## config.mk

```make
export PLATFORM = sky130hd
export DESIGN_NAME = strng_ctrl
export DESIGN_NICKNAME = d
export VERILOG_FILES = /design/src/rtl/strng_pkg.sv /design/src/rtl/strng_sync.sv /design/src/rtl/strng_ctrl.sv
export SDC_FILE = /design/constraint.sdc
export NUM_CORES = 1
export LEC_CHECK = 0
export ABC_AREA = 1
export CORE_MARGIN = 5
export CORE_UTILIZATION = 49
export CTS_CLUSTER_DIAMETER = 200
export DETAILED_ROUTE_END_ITERATION = 10
export HOLD_SLACK_MARGIN = 0.08
export PLACE_DENSITY = 0.78
export SLEW_MARGIN = 20
export SYNTH_ARGS = -nofsm -noshare
export SYNTH_HDL_FRONTEND = slang
export SYNTH_HIERARCHICAL = 1
export SYNTH_SLANG_ARGS = --single-unit
```

## constraint.sdc

```tcl
create_clock -name clk -period 1.9 [get_ports clk]
set_input_delay 0.38 -clock clk [delete_from_list [all_inputs] [get_ports clk]]
set_output_delay 0.38 -clock clk [all_outputs]
set_load 0.005 [all_outputs]
```

## src/rtl/strng_pkg.sv

```systemverilog
// strng_pkg: FSM state encoding and fixed timing constants shared by the
// strng_ctrl slice.
package strng_pkg;

  localparam int RING_RST_CYCLES = 4;

  typedef enum logic [2:0] {
    ST_IDLE     = 3'd0,
    ST_RING_RST = 3'd1,
    ST_WARMUP   = 3'd2,
    ST_COLLECT  = 3'd3,
    ST_OUTPUT   = 3'd4
  } state_t;

endpackage

```

## src/rtl/strng_sync.sv

```systemverilog
// strng_sync: W-bit two-flop synchronizer with asynchronous clear, used to
// bring the free-running ring stage outputs into the clk domain.
module strng_sync #(
  parameter int W = 1
) (
  input  logic         clk,
  input  logic         rst,
  input  logic [W-1:0] d,
  output logic [W-1:0] q
);

  logic [W-1:0] meta;

  always_ff @(posedge clk or posedge rst) begin
    if (rst) begin
      meta <= '0;
      q    <= '0;
    end else begin
      meta <= d;
      q    <= meta;
    end
  end

endmodule

```

## src/rtl/strng_ctrl.sv

```systemverilog
// strng_ctrl: runs a self-timed ring (reset, warm-up, sampling) and packs
// XOR-reduced ring samples into words. STRNG_RCT_EN adds a repetition-count test.
module strng_ctrl
  import strng_pkg::*;
#(
  parameter int LEN        = 8,
  parameter int WORD_W     = 32,
  parameter int WARMUP     = 64,
  parameter int SAMPLE_DIV = 4,
  parameter int RCT_LIMIT  = 16
) (
  input  logic              clk,
  input  logic              rst,
  input  logic              en,
  output logic              ring_rst_n,
  input  logic [LEN-1:0]    ring_s,
  output logic [WORD_W-1:0] rnd_data,
  output logic              rnd_valid,
  input  logic              rnd_ready,
  output logic              busy,
  output logic              err,
  output logic [2:0]        state_dbg
);

  localparam int BIT_W = $clog2(WORD_W + 1);
  localparam logic [15:0]      RST_LAST  = 16'(RING_RST_CYCLES - 1);
  localparam logic [15:0]      WARM_LAST = 16'(WARMUP - 1);
  localparam logic [7:0]       DIV_LAST  = 8'(SAMPLE_DIV - 1);
  localparam logic [BIT_W-1:0] BIT_LAST  = BIT_W'(WORD_W - 1);

  state_t            state_q, state_d;
  logic [15:0]       cyc_cnt;
  logic [7:0]        div_cnt;
  logic [BIT_W-1:0]  bit_cnt;
  logic [LEN-1:0]    ring_sync;
  logic              raw_bit;
  logic              sample_tick;
  logic              word_done;
  logic              rct_fail;

  strng_sync #(.W(LEN)) u_sync (
    .clk (clk),
    .rst (rst),
    .d   (ring_s),
    .q   (ring_sync)
  );

  assign raw_bit     = ^ring_sync;
  assign sample_tick = (state_q == ST_COLLECT) && (div_cnt == DIV_LAST);
  assign word_done   = sample_tick && (bit_cnt == BIT_LAST);

  // Handshake: a word transfers on any edge where rnd_valid and rnd_ready are
  // both high; once raised, rnd_valid and rnd_data hold until that edge.
  assign rnd_valid  = (state_q == ST_OUTPUT);
  assign ring_rst_n = (state_q == ST_WARMUP) || (state_q == ST_COLLECT) ||
                      (state_q == ST_OUTPUT);
  assign busy       = (state_q != ST_IDLE);
  assign state_dbg  = state_q;

  always_ff @(posedge clk or posedge rst) begin
    if (rst) state_q <= ST_IDLE;
    else     state_q <= state_d;
  end

  always_comb begin
    state_d = state_q;
    unique case (state_q)
      ST_IDLE:     if (en) state_d = ST_RING_RST;
      ST_RING_RST: if (!en) state_d = ST_IDLE;
                   else if (cyc_cnt == RST_LAST) state_d = ST_WARMUP;
      ST_WARMUP:   if (!en) state_d = ST_IDLE;
                   else if (cyc_cnt == WARM_LAST) state_d = ST_COLLECT;
      ST_COLLECT:  if (!en) state_d = ST_IDLE;
                   else if (rct_fail) state_d = ST_RING_RST;
                   else if (word_done) state_d = ST_OUTPUT;
      ST_OUTPUT:   if (rnd_ready) state_d = en ? ST_COLLECT : ST_IDLE;
      default:     state_d = ST_IDLE;
    endcase
  end

  // cyc_cnt times RING_RST and WARMUP; div/bit counters restart on every COLLECT entry.
  always_ff @(posedge clk or posedge rst) begin
    if (rst) begin
      cyc_cnt  <= '0;
      div_cnt  <= '0;
      bit_cnt  <= '0;
      rnd_data <= '0;
    end else begin
      if (state_d != state_q) cyc_cnt <= '0;
      else if (state_q == ST_RING_RST || state_q == ST_WARMUP) cyc_cnt <= cyc_cnt + 16'd1;

      if (state_d == ST_COLLECT && state_q != ST_COLLECT) begin
        div_cnt <= '0;
        bit_cnt <= '0;
      end else if (state_q == ST_COLLECT) begin
        if (div_cnt == DIV_LAST) begin
          div_cnt <= '0;
          bit_cnt <= bit_cnt + 1'b1;
        end else begin
          div_cnt <= div_cnt + 8'd1;
        end
      end

      if (sample_tick) rnd_data <= {rnd_data[WORD_W-2:0], raw_bit};
    end
  end

`ifdef STRNG_RCT_EN
  logic [7:0] rct_cnt;
  logic       last_bit;

  // The run length carries across words while the ring keeps running.
  assign rct_fail = sample_tick && (raw_bit == last_bit) &&
                    (rct_cnt == 8'(RCT_LIMIT - 1));

  always_ff @(posedge clk or posedge rst) begin
    if (rst) begin
      rct_cnt  <= '0;
      last_bit <= 1'b0;
      err      <= 1'b0;
    end else begin
      if (state_q == ST_IDLE || state_q == ST_RING_RST) begin
        rct_cnt  <= '0;
        last_bit <= 1'b0;
      end else if (sample_tick) begin
        rct_cnt  <= (rct_cnt != 8'd0 && raw_bit == last_bit) ? rct_cnt + 8'd1 : 8'd1;
        last_bit <= raw_bit;
      end

      if (state_q == ST_IDLE && en) err <= 1'b0;
      else if (rct_fail)           err <= 1'b1;
    end
  end
`else
  assign rct_fail = 1'b0;
  assign err      = 1'b0;
`endif

endmodule
```

# ---- Word level (Yosys, flattened, before mapping)
# Index checks and enable logic that the tools add are counted.
dict set report word_totals {
  regBits 81
  out_inout_bits 39
}
dict set report classes {
  n_addsub 3
  eq_ne 11
  n_mux 18
  n_reduce_logical 13
}
# op count
set op_table {}
lappend op_table {{2-to-1 mux 16 bit} 2}
lappend op_table {{2-to-1 mux 3 bit} 8}
lappend op_table {{2-to-1 mux 8 bit} 3}
lappend op_table {{2-to-1 mux 6 bit} 3}
lappend op_table {{adder 16 x 1 -> 16 bit (second input constant)} 1}
lappend op_table {{equality test 16 x 2 -> 1 bit (second input constant)} 1}
lappend op_table {{equality test 16 x 6 -> 1 bit (second input constant)} 1}
lappend op_table {{case mux 3 bit (5 select lines)} 1}
lappend op_table {{equality test 3 x 2 -> 1 bit (second input constant)} 3}
lappend op_table {{adder 8 x 1 -> 8 bit (second input constant)} 1}
lappend op_table {{equality test 8 x 2 -> 1 bit (second input constant)} 1}
lappend op_table {{parity 8 bit} 1}
lappend op_table {{adder 6 x 1 -> 6 bit (second input constant)} 1}
lappend op_table {{equality test 6 x 5 -> 1 bit (second input constant)} 1}
lappend op_table {{nonzero test 2 bit} 3}
lappend op_table {{equality test 3 x 1 -> 1 bit (second input constant)} 1}
lappend op_table {{equality test 3 bit (second input constant)} 1}
lappend op_table {{logical AND 1 bit} 3}
lappend op_table {{logical NOT 3 bit} 1}
lappend op_table {{logical OR 1 bit} 3}
lappend op_table {{inequality test 3 x 2 -> 1 bit (second input constant)} 1}
lappend op_table {{inequality test 3 bit} 1}
lappend op_table {{nonzero test 3 bit} 1}
lappend op_table {{2-to-1 mux 2 bit} 1}
lappend op_table {{AND reduction 2 bit} 1}

# ---- Logic depth before layout (Yosys ltp)
dict set report depth {
  word_depth 10
  mapped_depth 14
}

# ---- Modules after synthesis
# Netlist, hierarchy kept.
# module instances cells_per_inst area_per_inst_um2 seq_area_each_um2
set by_module_without_submodules {}
lappend by_module_without_submodules {strng_ctrl 1 371 3248.1 1626.6}
lappend by_module_without_submodules {strng_sync 1 17 404.1 400.4}

# ---- Worst setup path after synthesis
# Ideal clock, no wire load.
dict set report synth_path {
  path_type {reg2reg}
  start {reg div_cnt[0]}
  end {reg cyc_cnt[6]}
  setup_ns 0.130
  arrival_ns 1.599
  required_ns 1.770
  slack_ns 0.171
  stages_incl_launch_ff 12
  n_path_buf 1
  period_less_slack_ns 1.729
  cell_sequence {dfrtp_1 -> ha_1 -> nand2_1 -> nor2_4 -> nand3_2 -> a21oi_4 -> nand2_1 -> nand2_1 -> nand2_1 -> nand2_4 -> buf_12 -> nor2_4}
}
dict set report synth_via {
  elab_chain_len 8
  elab_cells_between_ends 9
  cone_classes {2 x eq/ne; 4 x mux; 3 x reduce/logical}
}
# item line
set synth_rtl {}
lappend synth_rtl {{start, declared} strng_ctrl.sv:33} ;# logic [7:0] div_cnt;
lappend synth_rtl {{start signal, assigned} strng_ctrl.sv:100} ;# div_cnt <= div_cnt + 8'd1;
lappend synth_rtl {{equality test 8 x 2 -> 1 bit (*)} strng_ctrl.sv:49} ;# assign sample_tick = (state_q == ST_COLLECT) && (div_cnt == DIV_LAST);
lappend synth_rtl {{logical AND 1 bit (*)} strng_ctrl.sv:49}
lappend synth_rtl {{logical AND 1 bit (*)} strng_ctrl.sv:50} ;# assign word_done = sample_tick && (bit_cnt == BIT_LAST);
lappend synth_rtl {{2-to-1 mux 3 bit (*)} strng_ctrl.sv:75} ;# else if (word_done) state_d = ST_OUTPUT;
lappend synth_rtl {{2-to-1 mux 3 bit (*)} strng_ctrl.sv:73} ;# ST_COLLECT: if (!en) state_d = ST_IDLE;
lappend synth_rtl {{case mux 3 bit (5 select lines) (*)} strng_ctrl.sv:67} ;# unique case (state_q)
lappend synth_rtl {{named net state_d[0]} strng_ctrl.sv:31} ;# state_t state_q, state_d;
lappend synth_rtl {{inequality test 3 bit (*)} strng_ctrl.sv:89} ;# if (state_d != state_q) cyc_cnt <= '0;
lappend synth_rtl {{2-to-1 mux 16 bit or nonzero test 2 bit (tied branches)} -}
lappend synth_rtl {{end signal, assigned} strng_ctrl.sv:90} ;# else if (state_q == ST_RING_RST || state_q == ST_WARMUP) cyc_cnt <= cyc_cnt + 16'd1;
lappend synth_rtl {{end, declared} strng_ctrl.sv:32} ;# logic [15:0] cyc_cnt;
# Mark *: on every way through the listed nets, which the timed path passes. The rest lies on a longest branch.
# A chain may end at the register's enable or synchronous reset.

# ---- Worst setup path in the final report
dict set report layout_path {
  start {reg div_cnt[0]}
  end {reg cyc_cnt[13]}
}
# Same word-level chain as after synthesis.

==> flow_summary.toml <==
[yosys]
synth_xor_xnor_area_share_pct = 6.00
synth_async_sr_flop_share_pct = 100
synth-edff-count = 0
synth_cell_types = 33
syn_area_per_cell_um2 = 9.41
postSynthCellCount = 388
synth_flop_cell = "dfrtp_1"
synth_compound_area_share_pct = 7.33
synth_top_family_by_area = "simple AND/OR/NAND/NOR gates"
syn-cell-area_um2 = 3650
yosys.area_share.adder_pct = 1.03
synth_nets = 403
synth_mux_area_share_pct = 0.274
synth_area_leaders = "dfrtp_1, nand2_1, o21ai_0"
yosys.area_share.simple_pct = 23.8
ys_ff_latch = 81
ys.warnings.count = 6
yosysTopAreaCell = "dfrtp_1"
yosysSeqAreaShare_pct = 55.5
synth_top_area_share_pct = 55.5

[floorplanning]
initial_core_util_pct = 50.4
dieArea_um2 = 9280
dieWidth_um = 96.3
pin_count = 51
placementRows = 31
die_h_um = 96.3
core_area_um2 = 7250

[clock_tree]
worstSkewPairLatency_ps = 360
cts_buffer_depth = 2
clkTransAtPathRegs_ps = 80
cts-root-buf = "clkbuf_8"
cts.sinks = 81
h-tree-depth = 3
cts_made_buffers = 9
cts_hold_buf = 0
cts_tree = "yes"

[global_route]
gr-total-overflow = 0
grt_pass1_vias = 2736
grt_pass1_wl_um = 12700
antenna_found_initial = 0
grt_max_degree = 55
groute.usage.overall_pct = 17.7

[routing]
avgViaCountPerCell = 4.93
drc = 0
drtPass1Iterations = 4
drt_iter0_drc = 120
drt-total-wl_um = 7670
wl_per_cell_um = 13.4
num_vias = 2817
ant_nets = 0

[setup_path]
critPathSlowestCell = "dfrtp_1"
path_cells = "ha_4 -> nand2_1 -> nor2_4 -> nand3_4 -> a21oi_4 -> nand2_4 -> nand2_2 -> nand2_2 -> nor2_4 -> nand2_4 -> clkbuf_16 -> nor2_2"
critPathRequiredTime_ps = 2190
critPathLaunchType = "flop"
path_max_fanout = 4
critPathKind = "reg -> reg"
path_buf_inv = 1
critPathArrivalTime_ps = 2170
endpoint_kind = "flop"
crit_family = "simple AND/OR/NAND/NOR gates"
crit_path_max_incr_delay_ps = 430

[placed_design]
portBuffers = 49
dp_hpwl_um = 5240
dpl_cell_area_um2 = 4380
place.gp.congestion = 0.886

[finish]
fillers = 556
final_area_um2 = 4840
nets = 482
area_delta_synth_final_pct = 32.4
final_util_pct = 66.7
antenna_cells = 0
drive_gt1_share_pct = 21.6

[timing]
hold_violations = 0
skew_ps = 11.0
rsz0062_at_grt = "yes"
timing.slew.headroom_pct = 63.2
finalCritPeriodShare_pct = 98.5
min_period_ps = 1870
tightestPinTransition_ps = 551
setup_viol = 0
drv_slew = 0
max_freq_mhz = 534

[power_and_ir_drop]
power.density_nw_per_um2 = 843
leakage_nw = 2.09
ir_drop_uv = 834

[job]
drv_cap = 0

[min_path]
worstHoldPathType = "reg -> reg"

[status]
outcome = "complete, no violations"
-- per-layer routing --
layer	track usage, %	share of wire (%)	vias to the layer above
met4	5.26	1.5	0
met1	22.3	43	1360
met2	29.8	52	60
li1	-	-	1384
met5	0	0	-
met3	4.93	3.8	13
-- power by group --
part | switching (mW) | internal [mW]
Combinational | 0.377 | 0.392
Sequential | 0.114 | 1.84
Clock | 0.611 | 0.747
Total | 1.10 | 2.98
-- cell families after synthesis --
| logic type | Yosys count |
|---|---|
| flip-flops | 81 |
| adder cells (fa/ha/maj) | 3 |
| AND/OR/NAND/NOR | 176 |
| buffers and inverters | 52 |
| other | 1 |
| XOR/XNOR | 25 |
| multiplexers | 1 |
| AO/OA/AOI/OAI | 49 |
-- registers in the layout, indices dropped and copies added, names as in the netlist --
signal,cells
bit_cnt,6
cyc_cnt,16
div_cnt,8
rnd_data,32
state_dbg,3
u_sync/meta,8
u_sync/q,8
-- synth_stat cells (all sizes together), types with 2 or more instances --
cell type   n
xor2       16
nand3      36
a21oi       4
dfrtp      81
buf         3
nand3b      2
o21ai      41
nor2       47
clkbuf      7
inv        41
xnor2       9
ha          3
nand2      84
nor3        3
or2         2
-- per-stage QoR --
step | worst slack, ps | hold WS (ps) | std cells | TNS, ps | power (mW)
after floorplan | 171 | 294 | 388 | 0 | 2.38
after global placement | -88.5 | 332 | 544 | -1660 | 2.53
after detailed placement | -147 | 335 | 544 | -2910 | 2.56
after CTS | 11.1 | 351 | 561 | 0 | 3.91
after global routing | -89.4 | 353 | 571 | -1210 | 4.30
final | 28.8 | 349 | 571 | 0 | 4.08
-- timing repair --
item / CTS / global route
setup endpoints to repair: 4 / 31
pin swaps: 0 / 11
resized for setup: 6 / 32
endpoints found under the hold margin: 0 / 0
cloned: 0 / 1
buffers inserted: 1 / 9
-- cells in the final DEF, fill, tap and decap left out, types with 5 or more instances in the layout --
cell,Yosys,routed
nor2_2,4,8
xor2_1,16,14
inv_2,6,5
dfrtp_1,81,80
nor2_1,32,22
buf_4,1,25
inv_1,35,34
nor2_4,11,17
clkdlybuf4s50_1,0,46
nand3_1,32,31
o21ai_0,41,41
clkbuf_8,0,9
nand2_2,3,7
xnor2_1,9,9
nand2_1,78,74
-- worst paths after layout --
kind                                     startpoint                       to  slack, ps  depth (start not counted)
max                          div_cnt[0]$_DFFE_PP0P_  cyc_cnt[13]$_DFFE_PP0P_         30                         12
min                        u_sync/meta[1]$_DFF_PP0_    u_sync/q[1]$_DFF_PP0_        350                          0
max reg2reg                  div_cnt[0]$_DFFE_PP0P_  cyc_cnt[13]$_DFFE_PP0P_         30                         12
min reg2reg                u_sync/meta[1]$_DFF_PP0_    u_sync/q[1]$_DFF_PP0_        350                          0
max in group asynchronous                       rst   cyc_cnt[4]$_DFFE_PP0P_        970                          3
min in group asynchronous                       rst   div_cnt[3]$_DFFE_PP0P_        360                          2
-- cell type report --
cell class / instances / area [um2] / area share [%]
well taps: 99 / 124 / 2.56
repair buffers: 78 / 759 / 15.7
clock buffers: 12 / 135 / 2.79
inverters: 42 / 164 / 3.39
clock inverters: 4 / 76.3 / 1.58
flip-flops and latches: 81 / 2030 / 41.9
multi-input cells: 255 / 1550 / 32.0
(Power assumes the default switching activity.)
